`config.mk`:
```
export PLATFORM = sky130hd
export DESIGN_NAME = d_phy_multi_lane_receiver
export DESIGN_NICKNAME = d
export VERILOG_FILES = /design/src/rtl/d_phy_multi_lane_receiver.sv
export SDC_FILE = /design/constraint.sdc
export NUM_CORES = 1
export LEC_CHECK = 0
export CORE_UTILIZATION = 66
export CTS_BUF_LIST = sky130_fd_sc_hd__clkbuf_4
export DETAILED_ROUTE_END_ITERATION = 7
export DONT_BUFFER_PORTS = 1
export PLACE_DENSITY = 0.82
export SLEW_MARGIN = 20
export SYNTH_ARGS = -nofsm -noshare
export SYNTH_HDL_FRONTEND = slang
export SYNTH_SLANG_ARGS = --single-unit
export TNS_END_PERCENT = 30
```
`constraint.sdc`:
```
create_clock -name clock -period 3.1 [get_ports clock]
set_input_delay 0.465 -clock clock [delete_from_list [all_inputs] [get_ports clock]]
set_output_delay 0.465 -clock clock [all_outputs]
set_load 0.05 [all_outputs]
```
`src/rtl/d_phy_multi_lane_receiver.sv`:
```
// ---------------------------------------------------------------------------
// d_phy_multi_lane_receiver
//
// Multi-lane HS receiver. Each lane shifts in one bit per sample_valid, LSB
// first. Each lane hunts for SYNC_BYTE on its own. Once a lane has found it,
// the lane frames a byte every 8 samples and pushes the byte into a small
// per-lane deskew FIFO. When every FIFO holds at least one byte, one byte is
// popped from each FIFO on the same edge. The popped bytes form the output
// word.
//
// State | meaning
// ------+---------------------------------------------------------------
// HUNT    | no lane has seen SYNC_BYTE yet
// PARTIAL | some lanes synced, waiting for the remaining lanes
// LOCKED  | all lanes synced, words stream out
// ERROR   | a lane overran its deskew FIFO; held until stop
//
// Ports
//   clock        bit-rate clock, rising edge
//   reset_n      asynchronous active-low reset
//   sample_valid one HS bit per lane on lane_bits this cycle
//   lane_bits    HS bit per lane, bit i = lane i
//   stop         synchronous end-of-burst clear
//   data         aligned word, [8i+7:8i] = lane i
//   enable       one-cycle pulse per output word
//   locked       all lanes synchronized
//   sync_error   sticky lane-skew overflow
// ---------------------------------------------------------------------------
module d_phy_multi_lane_receiver #(
    parameter int          LANES      = 2,
    parameter int          SKEW_BYTES = 2,
    parameter logic [7:0]  SYNC_BYTE  = 8'hB8
) (
    input  logic                 clock,
    input  logic                 reset_n,
    input  logic                 sample_valid,
    input  logic [LANES-1:0]     lane_bits,
    input  logic                 stop,
    output logic [8*LANES-1:0]   data,
    output logic                 enable,
    output logic                 locked,
    output logic                 sync_error
);

    localparam int CW = $clog2(SKEW_BYTES + 1);

    typedef enum logic [1:0] {
        ST_HUNT    = 2'd0,
        ST_PARTIAL = 2'd1,
        ST_LOCKED  = 2'd2,
        ST_ERROR   = 2'd3
    } state_t;

    state_t state_q, state_d;

    logic [7:0]        shift_q   [LANES];
    logic [7:0]        shift_d   [LANES];
    logic [2:0]        bit_cnt_q [LANES];
    logic [2:0]        bit_cnt_d [LANES];
    logic [LANES-1:0]  synced_q, synced_d;
    logic [7:0]        fifo_q    [LANES][SKEW_BYTES];
    logic [7:0]        fifo_d    [LANES][SKEW_BYTES];
    logic [CW-1:0]     fill_q    [LANES];
    logic [CW-1:0]     fill_d    [LANES];
    logic [CW-1:0]     wr_idx    [LANES];
    logic [8*LANES-1:0] data_q, data_d, head_word;
    logic              enable_q, enable_d;

    logic [LANES-1:0]  sync_hit, byte_done, push, overflow;
    logic [LANES-1:0]  fifo_full, fifo_nonempty;
    logic              sample, pop;

    // ERROR freezes the lanes, and stop overrides sample_valid.
    always_comb begin
        fifo_full     = '0;
        fifo_nonempty = '0;
        head_word     = '0;
        for (int i = 0; i < LANES; i++) begin
            fifo_full[i]        = (fill_q[i] == CW'(SKEW_BYTES));
            fifo_nonempty[i]    = (fill_q[i] != '0);
            head_word[8*i +: 8] = fifo_q[i][0];
        end
        sample = sample_valid & ~stop & (state_q != ST_ERROR);
        pop    = (&fifo_nonempty) & ~stop & (state_q != ST_ERROR);
    end

    // Per-lane framing. Bits are matched against SYNC_BYTE only while the
    // lane is still hunting. This stops payload bytes from moving the byte
    // phase.
    always_comb begin
        sync_hit  = '0;
        byte_done = '0;
        push      = '0;
        overflow  = '0;
        synced_d  = synced_q;
        for (int i = 0; i < LANES; i++) begin
            shift_d[i]   = shift_q[i];
            bit_cnt_d[i] = bit_cnt_q[i];
            if (stop) begin
                shift_d[i]   = 8'h00;
                bit_cnt_d[i] = 3'd0;
                synced_d[i]  = 1'b0;
            end else if (sample) begin
                shift_d[i] = {lane_bits[i], shift_q[i][7:1]};
                if (!synced_q[i]) begin
                    if (shift_d[i] == SYNC_BYTE) begin
                        sync_hit[i]  = 1'b1;
                        synced_d[i]  = 1'b1;
                        bit_cnt_d[i] = 3'd0;
                    end
                end else begin
                    bit_cnt_d[i] = bit_cnt_q[i] + 3'd1;
                    byte_done[i] = (bit_cnt_q[i] == 3'd7);
                end
            end
            // A full FIFO can still accept a byte if it is popped on the same edge.
            overflow[i] = byte_done[i] & fifo_full[i] & ~pop;
            push[i]     = byte_done[i] & ~overflow[i];
        end
    end

    // Shift-down FIFO: the head is always entry 0.
    always_comb begin
        for (int i = 0; i < LANES; i++) begin
            fill_d[i] = fill_q[i];
            wr_idx[i] = pop ? (fill_q[i] - CW'(1)) : fill_q[i];
            for (int j = 0; j < SKEW_BYTES; j++) begin
                fifo_d[i][j] = fifo_q[i][j];
            end
            if (stop) begin
                fill_d[i] = '0;
            end else begin
                if (pop) begin
                    for (int j = 0; j < SKEW_BYTES - 1; j++) begin
                        fifo_d[i][j] = fifo_q[i][j+1];
                    end
                end
                if (push[i]) begin
                    for (int j = 0; j < SKEW_BYTES; j++) begin
                        if (CW'(j) == wr_idx[i]) begin
                            fifo_d[i][j] = shift_d[i];
                        end
                    end
                end
                if (push[i] && !pop) begin
                    fill_d[i] = fill_q[i] + CW'(1);
                end else if (!push[i] && pop) begin
                    fill_d[i] = fill_q[i] - CW'(1);
                end
            end
        end
    end

    always_ff @(posedge clock or negedge reset_n) begin
        if (!reset_n) begin
            state_q <= ST_HUNT;
        end else begin
            state_q <= state_d;
        end
    end

    always_comb begin
        state_d = state_q;
        if (stop) begin
            state_d = ST_HUNT;
        end else begin
            case (state_q)
                ST_HUNT: begin
                    if (|sync_hit) begin
                        state_d = (&synced_d) ? ST_LOCKED : ST_PARTIAL;
                    end
                end
                ST_PARTIAL: begin
                    if (|overflow) begin
                        state_d = ST_ERROR;
                    end else if (&synced_d) begin
                        state_d = ST_LOCKED;
                    end
                end
                default: state_d = state_q;
            endcase
        end
    end

    always_comb begin
        enable_d   = pop;
        data_d     = pop ? head_word : data_q;
        data       = data_q;
        enable     = enable_q;
        locked     = (state_q == ST_LOCKED);
        sync_error = (state_q == ST_ERROR);
    end

    always_ff @(posedge clock or negedge reset_n) begin
        if (!reset_n) begin
            synced_q <= '0;
            data_q   <= '0;
            enable_q <= 1'b0;
            for (int i = 0; i < LANES; i++) begin
                shift_q[i]   <= 8'h00;
                bit_cnt_q[i] <= 3'd0;
                fill_q[i]    <= '0;
                for (int j = 0; j < SKEW_BYTES; j++) begin
                    fifo_q[i][j] <= 8'h00;
                end
            end
        end else begin
            synced_q <= synced_d;
            data_q   <= data_d;
            enable_q <= enable_d;
            for (int i = 0; i < LANES; i++) begin
                shift_q[i]   <= shift_d[i];
                bit_cnt_q[i] <= bit_cnt_d[i];
                fill_q[i]    <= fill_d[i];
                for (int j = 0; j < SKEW_BYTES; j++) begin
                    fifo_q[i][j] <= fifo_d[i][j];
                end
            end
        end
    end

endmodule

```
==> impl_summary.log, run 1 <==
[metrics] run status: finished clean
[metrics] Initial DRT Pass Iterations: 4
[metrics] count of routing violations after the opening detailed-route iteration: 320
[metrics] horizontal die dimension: between 70 and 80 um
[metrics] area growth from synthesis to layout: 7.03%
[metrics] achievable clock frequency: 398 MHz
[metrics] Synth Flop Type: sky130_fd_sc_hd__dfrtp_1
[metrics] I/O pin count: 25
[metrics] flip-flop and latch count after synthesis: 79
[metrics] crit share post-route: slightly above 80%
[metrics] Synth warnings: 0
[metrics] total power per unit cell area: 521 nW/um^2
[metrics] Routed WL: approximately 7400 um
[metrics] overall via count from detail_route: between 2000 and 3000
[metrics] share of cells above drive strength 1: between 10% and 20%
[metrics] Syn Inst Count: 348
[metrics] maximum root-to-sink buffer count: 2
[metrics] grt total ovfl: 0
[metrics] largest net degree at the start of global routing: 80
[metrics] CTS tree: yes
[metrics] Worst IR Drop VDD: around 0.29 mV
[metrics] number of nets with antenna violations after routing: 0
[metrics] share of synthesized registers carrying an async set or reset: 100%
[metrics] simple-gate share of the synthesized area: approximately 17%
[metrics] wire length per cell after detailed routing: 17.6 um
[metrics] dominant combinational cell family by area after synthesis: simple AND/OR/NAND/NOR gates
[metrics] Crit path arrival time: roughly 2.8 ns
[metrics] critical path start-end classification: register to register
[metrics] total power: roughly 2 mW
[metrics] global-route usage over all layers: between 20% and 30%
[metrics] Final Instance Count excl. Fillers: around 420
[metrics] Worst Tran Pin Value: between 0.7 and 0.8 ns
[metrics] number of enable flip-flop cells after synthesis: 0
[metrics] htree depth: 3
[metrics] Setup-failing EPs final: 0
[metrics] Synth Area per Inst: between 10 and 15 um^2
[metrics] Synth Area in Adders: under 10%
[metrics] core area: slightly above 5000 um^2
[metrics] effective utilization at floorplan: 69.5%
[metrics] die area: 5750 um^2
[metrics] total negative slack for setup checks: 0 ns
[metrics] Relative slew margins: approximately half
[metrics] crit-path max cell delay: between 0.4 and 0.5 ns
[metrics] launching element type of the critical path: register
[metrics] synthesized-area fraction occupied by ao, oa, aoi and oai cells: 14.3%
[metrics] R2R Setup Slk: 0.59 ns
[metrics] count of distinct cell types in the synthesized netlist: 50
[metrics] sequential element share of the synthesized area: approximately 55%
[metrics] cell count after placement: between 400 and 500
[metrics] number of max-cap violations: 0
[metrics] final core utilization: between 70% and 80%
[metrics] Die Y-Extent: roughly 76 um
[metrics] Post-Synthesis Cell Area: 3590 um^2
[metrics] worst-case clock skew: about 0.023 ns
[metrics] sinks on the clock net: between 70 and 80
[metrics] number of DRC violations after detailed routing: 0
[metrics] critical-path maximum fanout: 33
[metrics] vias per cell: around 6.2
[metrics] post-layout min period: 2.51 ns
[metrics] Synthesized Nets: around 360
[metrics] most common library cell in the layout ignoring fill and taps: sky130_fd_sc_hd__dfrtp_1
[metrics] synthesized-area fraction occupied by xor and xnor cells: less than 1%
[metrics] crit path buf inv count: 2
[metrics] leakage power total: about 1.9 nW
[metrics] family with the most delay on the worst path: compound AO/OA/AOI/OAI gates
[metrics] Antenna diodes: 0
[metrics] nets@finish: approximately 360
[metrics] clock latency on the worst-skew pair: around 0.43 ns
[metrics] CP required: between 3 and 4 ns
[metrics] vias in the first global route: ~2400
[metrics] antenna violations before repair: 0
[metrics] slowest stage cell, crit path: sky130_fd_sc_hd__dfrtp_1
[metrics] fill cell count: 337
[metrics] portion of netlist area occupied by mux cells: 5.81%
[metrics] TritonCTS Buffers: 9
[metrics] number of port buffers: 0
[metrics] CP endpoint kind: register
[metrics] global-route wire length before repair: about 12000 um
[metrics] worst path cell trace: inv_1, ha_1, a2111o_1, inv_4, nand3_1, a21boi_2, mux2_2
[metrics] number of gates resized after cts: 0
[metrics] final weighted congestion of routability-driven global placement: roughly 0.87
[metrics] Slew Limit Fails: 0
[metrics] number of rows created at floorplan: 26
[metrics] Final Hold Vio Count: 0
[metrics] clock-pin transition on the worst setup and hold timing paths: approximately 0.12 ns
[metrics] Clock Tree Root: sky130_fd_sc_hd__clkbuf_4
[metrics] detailed placer's ending HPWL: 4680 um
[metrics] most used cells in the layout excluding fill and tap cells: sky130_fd_sc_hd__dfrtp_1 (79), sky130_fd_sc_hd__nand2_1 (69), sky130_fd_sc_hd__nor2_1 (31)
[metrics] RSZ-0062 raised after global routing: false
[metrics] worst hold path class: input port to register
-- synthesized netlist by cell type (4+ instances only) --
| master | number | area share, % |
|---|---|---|
| sky130_fd_sc_hd__buf_2 | 4 | 0.56 |
| sky130_fd_sc_hd__nand2b_1 | 7 | 1.2 |
| sky130_fd_sc_hd__a32oi_1 | 4 | 0.97 |
| sky130_fd_sc_hd__nand2_1 | 69 | 7.2 |
| sky130_fd_sc_hd__inv_1 | 10 | 1.0 |
| sky130_fd_sc_hd__buf_6 | 4 | 1.3 |
| sky130_fd_sc_hd__clkbuf_1 | 6 | 0.63 |
| sky130_fd_sc_hd__nor2_1 | 31 | 3.2 |
| sky130_fd_sc_hd__nor3_1 | 7 | 0.97 |
| sky130_fd_sc_hd__o21ai_0 | 22 | 3.1 |
| sky130_fd_sc_hd__a21oi_1 | 16 | 2.2 |
| sky130_fd_sc_hd__ha_1 | 8 | 2.8 |
| sky130_fd_sc_hd__mux2i_1 | 13 | 3.6 |
| sky130_fd_sc_hd__mux2_2 | 5 | 1.6 |
| sky130_fd_sc_hd__dfrtp_1 | 79 | 55 |
| sky130_fd_sc_hd__a22oi_1 | 9 | 1.9 |
-- layer usage --
metal  part of all wire [%]  GRT usage, %
met1                     46          41.2
met2                     48          40.8
met3                    5.8          6.35
met4                   0.97          10.1
met5                      0             0
-- power by group --
part / internal, mW / switching [mW]
clock: 0.485 / 0.347
sequential: 1.05 / 0.0372
combinational: 0.0311 / 0.0505
-- sequential cells by signal, summed over array words and instances, names as in the netlist --
signal,cells
enable,1
fifo_q,32
state_q,2
fill_q,4
data,16
shift_q,16
synced_q,2
bit_cnt_q,6
-- final timing paths --
check,cells past startpoint,from,to
worst min-delay path,1,stop,bit_cnt_q[1]$_DFFE_PN0P_
worst min register to register,2,fifo_q[13]$_DFFE_PN0N_,data[13]$_DFFE_PN0P_
worst max-delay path,7,fill_q[2]$_DFFE_PN0P_,fifo_q[20]$_DFFE_PN0P_
min in group asynchronous,2,reset_n,data[9]$_DFFE_PN0P_
max in group asynchronous,2,reset_n,bit_cnt_q[3]$_DFFE_PN0P_
worst max register to register,7,fill_q[2]$_DFFE_PN0P_,fifo_q[20]$_DFFE_PN0P_
-- through the flow --
step           instance area [um^2]  setup WS [ns]  hold WS [ns]
2_1_floorplan                  3590          0.937         0.169
3_3_place_gp                   3610          0.693         0.171
3_5_place_dp                   3610          0.634         0.171
4_1_cts                        3850          0.599        0.0771
5_1_grt                        3850          0.428        0.0748
6_report                       3850          0.589        0.0987
-- final cells by class --
class / instances / area [um^2] / share of cell area, %
Sequential cell: 79 / 1980 / 51.4
Multi-Input combinational cell: 241 / 1470 / 38.2
Clock inverter: 6 / 134 / 3.48
Tap cell: 70 / 87.6 / 2.28
Clock buffer: 9 / 67.6 / 1.76
Timing Repair Buffer: 6 / 67.6 / 1.76
Inverter: 11 / 43.8 / 1.14
-- repair_timing --
action                    in CTS  in global routing
hold buffers                   2                  0
hold endpoints to repair      79                  0
buffers inserted               0                  0
-- logic make-up (layout without fill, tap and decap cells) --
family	count (synthesis)	count (layout)
buffers and inverters	28	32
AOI/OAI and AO/OA	75	75
adders and majority gates	8	8
muxes	20	20
and+or+nand+nor	136	136
xor gates and xnor gates	2	2
DFF	79	79
Power figures use the tool's default switching activity.
==> run 2, diff against run 1 <==
--- a/config.mk
+++ b/config.mk
@@ -5,11 +5,11 @@
 export SDC_FILE = /design/constraint.sdc
 export NUM_CORES = 1
 export LEC_CHECK = 0
-export CORE_UTILIZATION = 66
+export CORE_UTILIZATION = 59
 export CTS_BUF_LIST = sky130_fd_sc_hd__clkbuf_4
 export DETAILED_ROUTE_END_ITERATION = 7
 export DONT_BUFFER_PORTS = 1
-export PLACE_DENSITY = 0.82
+export PLACE_DENSITY = 0.78
 export SLEW_MARGIN = 20
 export SYNTH_ARGS = -nofsm -noshare
 export SYNTH_HDL_FRONTEND = slang
==> constraint.sdc (replaced) <==
create_clock -name clock -period 2.3 [get_ports clock]
set_input_delay 0.345 -clock clock [delete_from_list [all_inputs] [get_ports clock]]
set_output_delay 0.345 -clock clock [all_outputs]
set_load 0.05 [all_outputs]
==> impl_summary.log, run 2 (synthesized netlist as in run 1, its figures left out) <==
[metrics] I/O pin count: 25 (unchanged)
[metrics] destination of the worst hold path: shift_q[10]$_DFF_PN0_
[metrics] Initial DRT Pass Iterations: 4 (unchanged)
[metrics] Fin Hold WS: 0.0211 ns (-0.0775 ns)
[metrics] RSZ-0062 raised after global routing: false
[metrics] detailed placer's ending HPWL: 4900 um (+4.6%)
[metrics] critical-path maximum fanout: 26 (-21%)
[metrics] vias per cell: 5.95 (-3.8%)
[metrics] CP required: 2.65 ns (-0.76 ns)
[metrics] core area: 5890 um^2 (+14%)
[metrics] largest net degree at the start of global routing: 80 (unchanged)
[metrics] global-route wire length before repair: 12000 um (+3.1%)
[metrics] leakage power total: 1.90 nW (+1.8%)
[metrics] clock latency on the worst-skew pair: 0.46 ns (+0.03 ns)
[metrics] Final Hold Vio Count: 0 (unchanged)
[metrics] Biggest register: fifo_q
[metrics] RR Startpoint: fill_q[1]$_DFFE_PN0P_
[metrics] R2R Setup Slk: 0.13 ns (-0.46 ns)
[metrics] crit-path max cell delay: 0.43 ns (-0.03 ns)
[metrics] grt total ovfl: 0 (unchanged)
[metrics] total area of multi-input combinational cells: 1480 um^2 (+0.77%)
[metrics] worst path cell trace: inv_1, ha_1, a2111o_1, buf_4, and2_4, o21ai_4, buf_4, nor2_1, a221oi_1
[metrics] most used cells in the layout excluding fill and tap cells: sky130_fd_sc_hd__dfrtp_1 (79), sky130_fd_sc_hd__nand2_1 (69), sky130_fd_sc_hd__nor2_1 (31)
[metrics] horizontal die dimension: 80.1 um (+5.6%)
[metrics] number of max-cap violations: 0 (unchanged)
[metrics] Setup-failing EPs final: 0 (unchanged)
[metrics] most frequent CP cell: sky130_fd_sc_hd__buf_4
[metrics] number of nets with antenna violations after routing: 0 (unchanged)
[metrics] nets@finish: 375 (+3.6%)
[metrics] fill cell count: 469 (+39%)
[metrics] Slew Limit Fails: 0 (unchanged)
[metrics] global-route usage over all layers: 25.4% (-2.6 points)
[metrics] overall via count from detail_route: 2625 (+0.57%)
[metrics] final weighted congestion of routability-driven global placement: 0.793 (-9.0%)
[metrics] antenna violations before repair: 0 (unchanged)
[metrics] sinks on the clock net: 79 (unchanged)
[metrics] number of port buffers: 0 (unchanged)
[metrics] wire length per cell after detailed routing: 16.9 um (-3.9%)
[metrics] htree depth: 3 (unchanged)
[metrics] maximum root-to-sink buffer count: 2 (unchanged)
[metrics] Die Y-Extent: 80.1 um (+5.6%)
[metrics] critical path start-end classification: register to register
[metrics] worst hold path class: input port to register
[metrics] area growth from synthesis to layout: 8.63%
[metrics] run status: finished clean
[metrics] total negative slack for setup checks: 0 ns (unchanged)
[metrics] TritonCTS Buffers: 9 (unchanged)
[metrics] combined flip-flop and latch cell area: 1980 um^2 (unchanged)
[metrics] share of cells above drive strength 1: 13.9% (+3.4 points)
[metrics] vias in the first global route: 2455 (+3.6%)
[metrics] Routed WL: 7460 um (+0.38%)
[metrics] depth of the worst register-to-register path: 9 (+2)
[metrics] CP endpoint kind: register
[metrics] Worst IR Drop VDD: 0.357 mV (+23%)
[metrics] Clock Tree Root: sky130_fd_sc_hd__clkbuf_4
[metrics] most common library cell in the layout ignoring fill and taps: sky130_fd_sc_hd__dfrtp_1
[metrics] startpoint of the tightest hold check path: stop
[metrics] crit path buf inv count: 3 (+1)
[metrics] Relative slew margins: 30.3% (-20 points)
[metrics] hold path depth: 1 (unchanged)
[metrics] Largest register FFs: 32 (unchanged)
[metrics] worst-case clock skew: 0.0218 ns (-0.00145 ns)
[metrics] CTS tree: yes
[metrics] Worst Tran Pin Value: 1.04 ns (+0.305 ns)
[metrics] launching element type of the critical path: register
[metrics] number of DRC violations after detailed routing: 0 (unchanged)
[metrics] clock-pin transition on the worst setup and hold timing paths: 0.13 ns (about the same)
[metrics] post-layout min period: 2.17 ns (-0.337 ns)
[metrics] number of rows created at floorplan: 28 (+7.7%)
[metrics] Antenna diodes: 0 (unchanged)
[metrics] endpoint of the most critical register-to-register path: fifo_q[11]$_DFFE_PN0N_
[metrics] die area: 6410 um^2 (+12%)
[metrics] achievable clock frequency: 460 MHz (+16%)
[metrics] effective utilization at floorplan: 61.1% (-8.4 points)
[metrics] Crit path arrival time: 2.52 ns (-0.30 ns)
[metrics] crit share post-route: 94.5% (+14 points)
[metrics] slowest stage cell, crit path: sky130_fd_sc_hd__dfrtp_1
[metrics] total power per unit cell area: 608 nW/um^2 (+17%)
[metrics] count of routing violations after the opening detailed-route iteration: 117 (-63%)
[metrics] family with the most delay on the worst path: compound AO/OA/AOI/OAI gates
-- run 2: worst max path at each step --
stage	startpoint	end	slack [ns]	cells after the start
finish	fill_q[1]$_DFFE_PN0P_	fifo_q[11]$_DFFE_PN0N_	0.13	9
global route	fill_q[3]$_DFFE_PN0P_	fifo_q[17]$_DFFE_PN0P_	0.005	9
CTS	fill_q[2]$_DFFE_PN0P_	fifo_q[23]$_DFFE_PN0P_	0.11	7
detailed placement	fill_q[2]$_DFFE_PN0P_	fifo_q[18]$_DFFE_PN0P_	0.11	7
global placement	fill_q[2]$_DFFE_PN0P_	fifo_q[18]$_DFFE_PN0P_	0.15	7
floorplan	fill_q[2]$_DFFE_PN0P_	fifo_q[21]$_DFFE_PN0P_	0.14	9
-- run 2: per-layer routing --
layer	share of wire, %	track usage (%)	vias up	wire length, um
met3	4.2	4.09	9	314
met2	50	40.6	57	3710
met4	1.4	14.1	0	108
li1	-	-	1249	-
met5	0	0	-	0
met1	45	32.9	1310	3320
-- run 2: repair_timing --
item | CTS | global route
endpoints found under the setup margin | 0 | 6
resized for setup | 0 | 2
setup buffers | 0 | 0
hold buffers | 3 | 0
endpoints found under the hold margin | 107 | 0
-- run 2: layout make-up --
cell class / count / area share (%)
clock buffers: 9 / 1.73
multi-input cells: 241 / 37.9
inverters: 11 / 1.12
repair buffers: 19 / 4.61
clock inverters: 7 / 1.57
flip-flops and latches: 79 / 50.6
well taps: 75 / 2.40
-- run 2: through the flow --
stage,power (mW),std cells,util [%],worst slack (ns),instance area (um^2)
finish,2.37,441,66.3,0.126,3910
global route,2.46,441,66.3,0.00478,3910
CTS,2.39,441,66.2,0.108,3890
detailed placement,1.57,422,63.2,0.113,3720
global placement,1.57,422,63.2,0.148,3720
floorplan,1.56,348,-,0.137,3590
-- run 2: report_power, final --
group | leakage (nW) | switching (mW) | internal, mW
logic | 0.749 | 0.0713 | 0.0438
registers | 1.09 | 0.0497 | 1.42
clock network | 0.0655 | 0.546 | 0.242
==> run 3, diff against run 2 <==
==> constraint.sdc (replaced) <==
create_clock -name clock -period 1.8 [get_ports clock]
set_input_delay 0.27 -clock clock [delete_from_list [all_inputs] [get_ports clock]]
set_output_delay 0.27 -clock clock [all_outputs]
set_load 0.05 [all_outputs]
==> impl_summary.log, run 3 (synthesized netlist as in run 1, its figures left out) <==
[metrics] Slew Limit Fails: 0 (unchanged)
[metrics] Crit path arrival time: 2.47 ns (-0.05 ns)
[metrics] RSZ-0062 raised after global routing: true
[metrics] achievable clock frequency: 470 MHz (+2.2%)
[metrics] vias in the first global route: 2685 (+9.4%)
[metrics] Routed WL: 8820 um (+18%)
[metrics] clock-pin transition on the worst setup and hold timing paths: 0.14 ns (about the same)
[metrics] total area of multi-input combinational cells: 1670 um^2 (+13%)
[metrics] highest routed layer: met4
[metrics] vias per cell: 6.16 (+3.5%)
[metrics] Relative slew margins: 66.1% (+36 points)
[metrics] Routed met3 length: 555 um (+77%)
[metrics] post-layout min period: 2.13 ns (-0.0462 ns)
[metrics] crit share post-route: 118% (+24 points)
[metrics] CP endpoint kind: register
[metrics] antenna violations before repair: 0 (unchanged)
[metrics] wire length per cell after detailed routing: 18.6 um (+10%)
[metrics] run status: finished with violations
[metrics] maximum root-to-sink buffer count: 2 (unchanged)
[metrics] Clock Tree Root: sky130_fd_sc_hd__clkbuf_4
[metrics] total power per unit cell area: 717 nW/um^2 (+18%)
[metrics] critical-path maximum fanout: 5 (-81%)
[metrics] count of routing violations after the opening detailed-route iteration: 251 (+110%)
[metrics] Internal Pwr Total: 2.43 mW (+42%)
[metrics] total power: 3.17 mW (+33%)
[metrics] critical path start-end classification: register to register
[metrics] Final Hold Vio Count: 109 (+109)
[metrics] length of routed wiring on met1: 3840 um (+16%)
[metrics] die area: 6410 um^2 (unchanged)
[metrics] Sw Pwr: 0.742 mW (+11%)
[metrics] worst-case setup margin in the final layout: -0.328 ns (-0.454 ns)
[metrics] Fin Hold WS: -0.505 ns (-0.526 ns)
[metrics] clock latency on the worst-skew pair: 0.45 ns (about the same)
[metrics] Antenna diodes: 0 (unchanged)
[metrics] I/O pin count: 25 (unchanged)
[metrics] horizontal die dimension: 80.1 um (unchanged)
[metrics] leakage power total: 2.12 nW (+12%)
[metrics] final core utilization: 75.1% (+8.7 points)
[metrics] sinks on the clock net: 79 (unchanged)
[metrics] cell count after placement: 445 (+5.5%)
[metrics] sequential share of power: 59.3% (-2.7 points)
[metrics] CTS tree: yes
[metrics] global-route wire length before repair: 13100 um (+9.2%)
[metrics] htree depth: 3 (unchanged)
[metrics] metal2 WL: 4220 um (+14%)
[metrics] CP required: 2.15 ns (-0.50 ns)
[metrics] most used cells in the layout excluding fill and tap cells: sky130_fd_sc_hd__dfrtp_1 (79), sky130_fd_sc_hd__nand2_1 (64), sky130_fd_sc_hd__buf_4 (36)
[metrics] Initial DRT Pass Iterations: 5 (+1)
[metrics] fill cell count: 341 (-27%)
[metrics] depth of the worst register-to-register path: 9 (unchanged)
[metrics] TritonCTS Buffers: 9 (unchanged)
[metrics] net switching fraction of the power: 23.4% (-4.7 points)
[metrics] number of rows created at floorplan: 28 (unchanged)
[metrics] global-route usage over all layers: 27.3% (+2.0 points)
[metrics] combined flip-flop and latch cell area: 1980 um^2 (unchanged)
[metrics] final weighted congestion of routability-driven global placement: 0.873 (+10%)
[metrics] effective utilization at floorplan: 61.1% (unchanged)
[metrics] overall via count from detail_route: 2919 (+11%)
[metrics] largest net degree at the start of global routing: 80 (unchanged)
[metrics] share of cells above drive strength 1: 29.6% (+16 points)
[metrics] most common library cell in the layout ignoring fill and taps: sky130_fd_sc_hd__dfrtp_1
[metrics] Die Y-Extent: 80.1 um (unchanged)
[metrics] Biggest register: fifo_q
[metrics] detailed placer's ending HPWL: 4910 um (+0.14%)
[metrics] total negative slack for setup checks: -5.79 ns (-5.79 ns)
[metrics] Setup-failing EPs final: 38 (+38)
[metrics] share of total power in the clock network: 37.0% (+3.8 points)
[metrics] worst hold path class: input port to async pin
[metrics] Final Instance Count excl. Fillers: 474 (+7.5%)
[metrics] launching element type of the critical path: register
[metrics] Worst Tran Pin Value: 0.508 ns (-0.534 ns)
[metrics] nets@finish: 408 (+8.8%)
[metrics] area growth from synthesis to layout: 22.9%
[metrics] Worst IR Drop VDD: 0.565 mV (+58%)
[metrics] worst-case clock skew: 0.0292 ns (+0.00739 ns)
[metrics] Combinational Power Share: 3.7% (-1.1 points)
[metrics] core area: 5890 um^2 (unchanged)
[metrics] grt total ovfl: 0 (unchanged)
[metrics] failing checks: hold timing, setup timing
[metrics] number of DRC violations after detailed routing: 0 (unchanged)
[metrics] number of nets with antenna violations after routing: 0 (unchanged)
[metrics] Largest register FFs: 32 (unchanged)
[metrics] number of max-cap violations: 0 (unchanged)
[metrics] number of port buffers: 0 (unchanged)
[run 3: timing repair]
item,in CTS,in global routing
hold endpoints to repair,109,109
pin swaps,9,13
setup buffers,7,5
setup endpoints to repair,38,40
cloned,0,1
gates resized for setup,37,38
[run 3: per-layer routing]
metal / vias to the layer above / global-route usage [%]
met3: 24 / 6.70
met1: 1451 / 36.6
li1: 1313 / -
met4: 0 / 9.82
met5: - / 0
met2: 131 / 43.3
[run 3: worst paths after layout]
path                                   startpoint                endpoint  slack (ns)
hold reg to reg            fifo_q[28]$_DFFE_PN0N_     data[4]$_DFFE_PN0P_        0.46
max in group asynchronous                 reset_n    shift_q[4]$_DFF_PN0_        2.17
hold / removal                            reset_n     data[6]$_DFFE_PN0P_       -0.51
setup reg to reg            fill_q[0]$_DFFE_PN0P_  fifo_q[15]$_DFFE_PN0N_       -0.33
min in group clock                           stop   shift_q[11]$_DFF_PN0_       -0.11
setup / recovery            fill_q[0]$_DFFE_PN0P_  fifo_q[15]$_DFFE_PN0N_       -0.33
[run 3: power groups by stage]
stage | clock network (mW) | registers, mW | logic [mW]
2_1_floorplan | 0 | 1.91 | 0.0831
3_3_place_gp | 0 | 1.91 | 0.0910
3_5_place_dp | 0 | 1.91 | 0.0942
4_1_cts | 1.15 | 1.88 | 0.106
5_1_grt | 1.25 | 1.88 | 0.127
6_report | 1.17 | 1.88 | 0.118
[run 3: layout make-up]
cell class / instances / share of cell area, %
clock buffer: 9 / 1.53
clock inverter: 7 / 1.93
inverter: 11 / 0.991
multi-input combinational: 241 / 37.9
sequential: 79 / 44.7
tap: 75 / 2.12
timing repair buffer: 52 / 10.8
[run 3: worst max-delay path, cell delays in order (launching register included)]
cell and delay (ns):
sky130_fd_sc_hd__dfrtp_1 0.38, sky130_fd_sc_hd__inv_2 0.06, sky130_fd_sc_hd__buf_4 0.15, sky130_fd_sc_hd__ha_1 0.27
sky130_fd_sc_hd__nor3_1 0.36, sky130_fd_sc_hd__and2_4 0.23, sky130_fd_sc_hd__o21ai_4 0.09, sky130_fd_sc_hd__buf_4 0.14
sky130_fd_sc_hd__buf_4 0.15, sky130_fd_sc_hd__o21ai_0 0.22
[run 3: through the flow]
step	setup WS, ns	area, um^2
6_report	-0.328	4420
3_3_place_gp	-0.151	3900
2_1_floorplan	-0.306	3590
4_1_cts	-0.182	4240
3_5_place_dp	-0.213	3900
5_1_grt	-0.369	4420
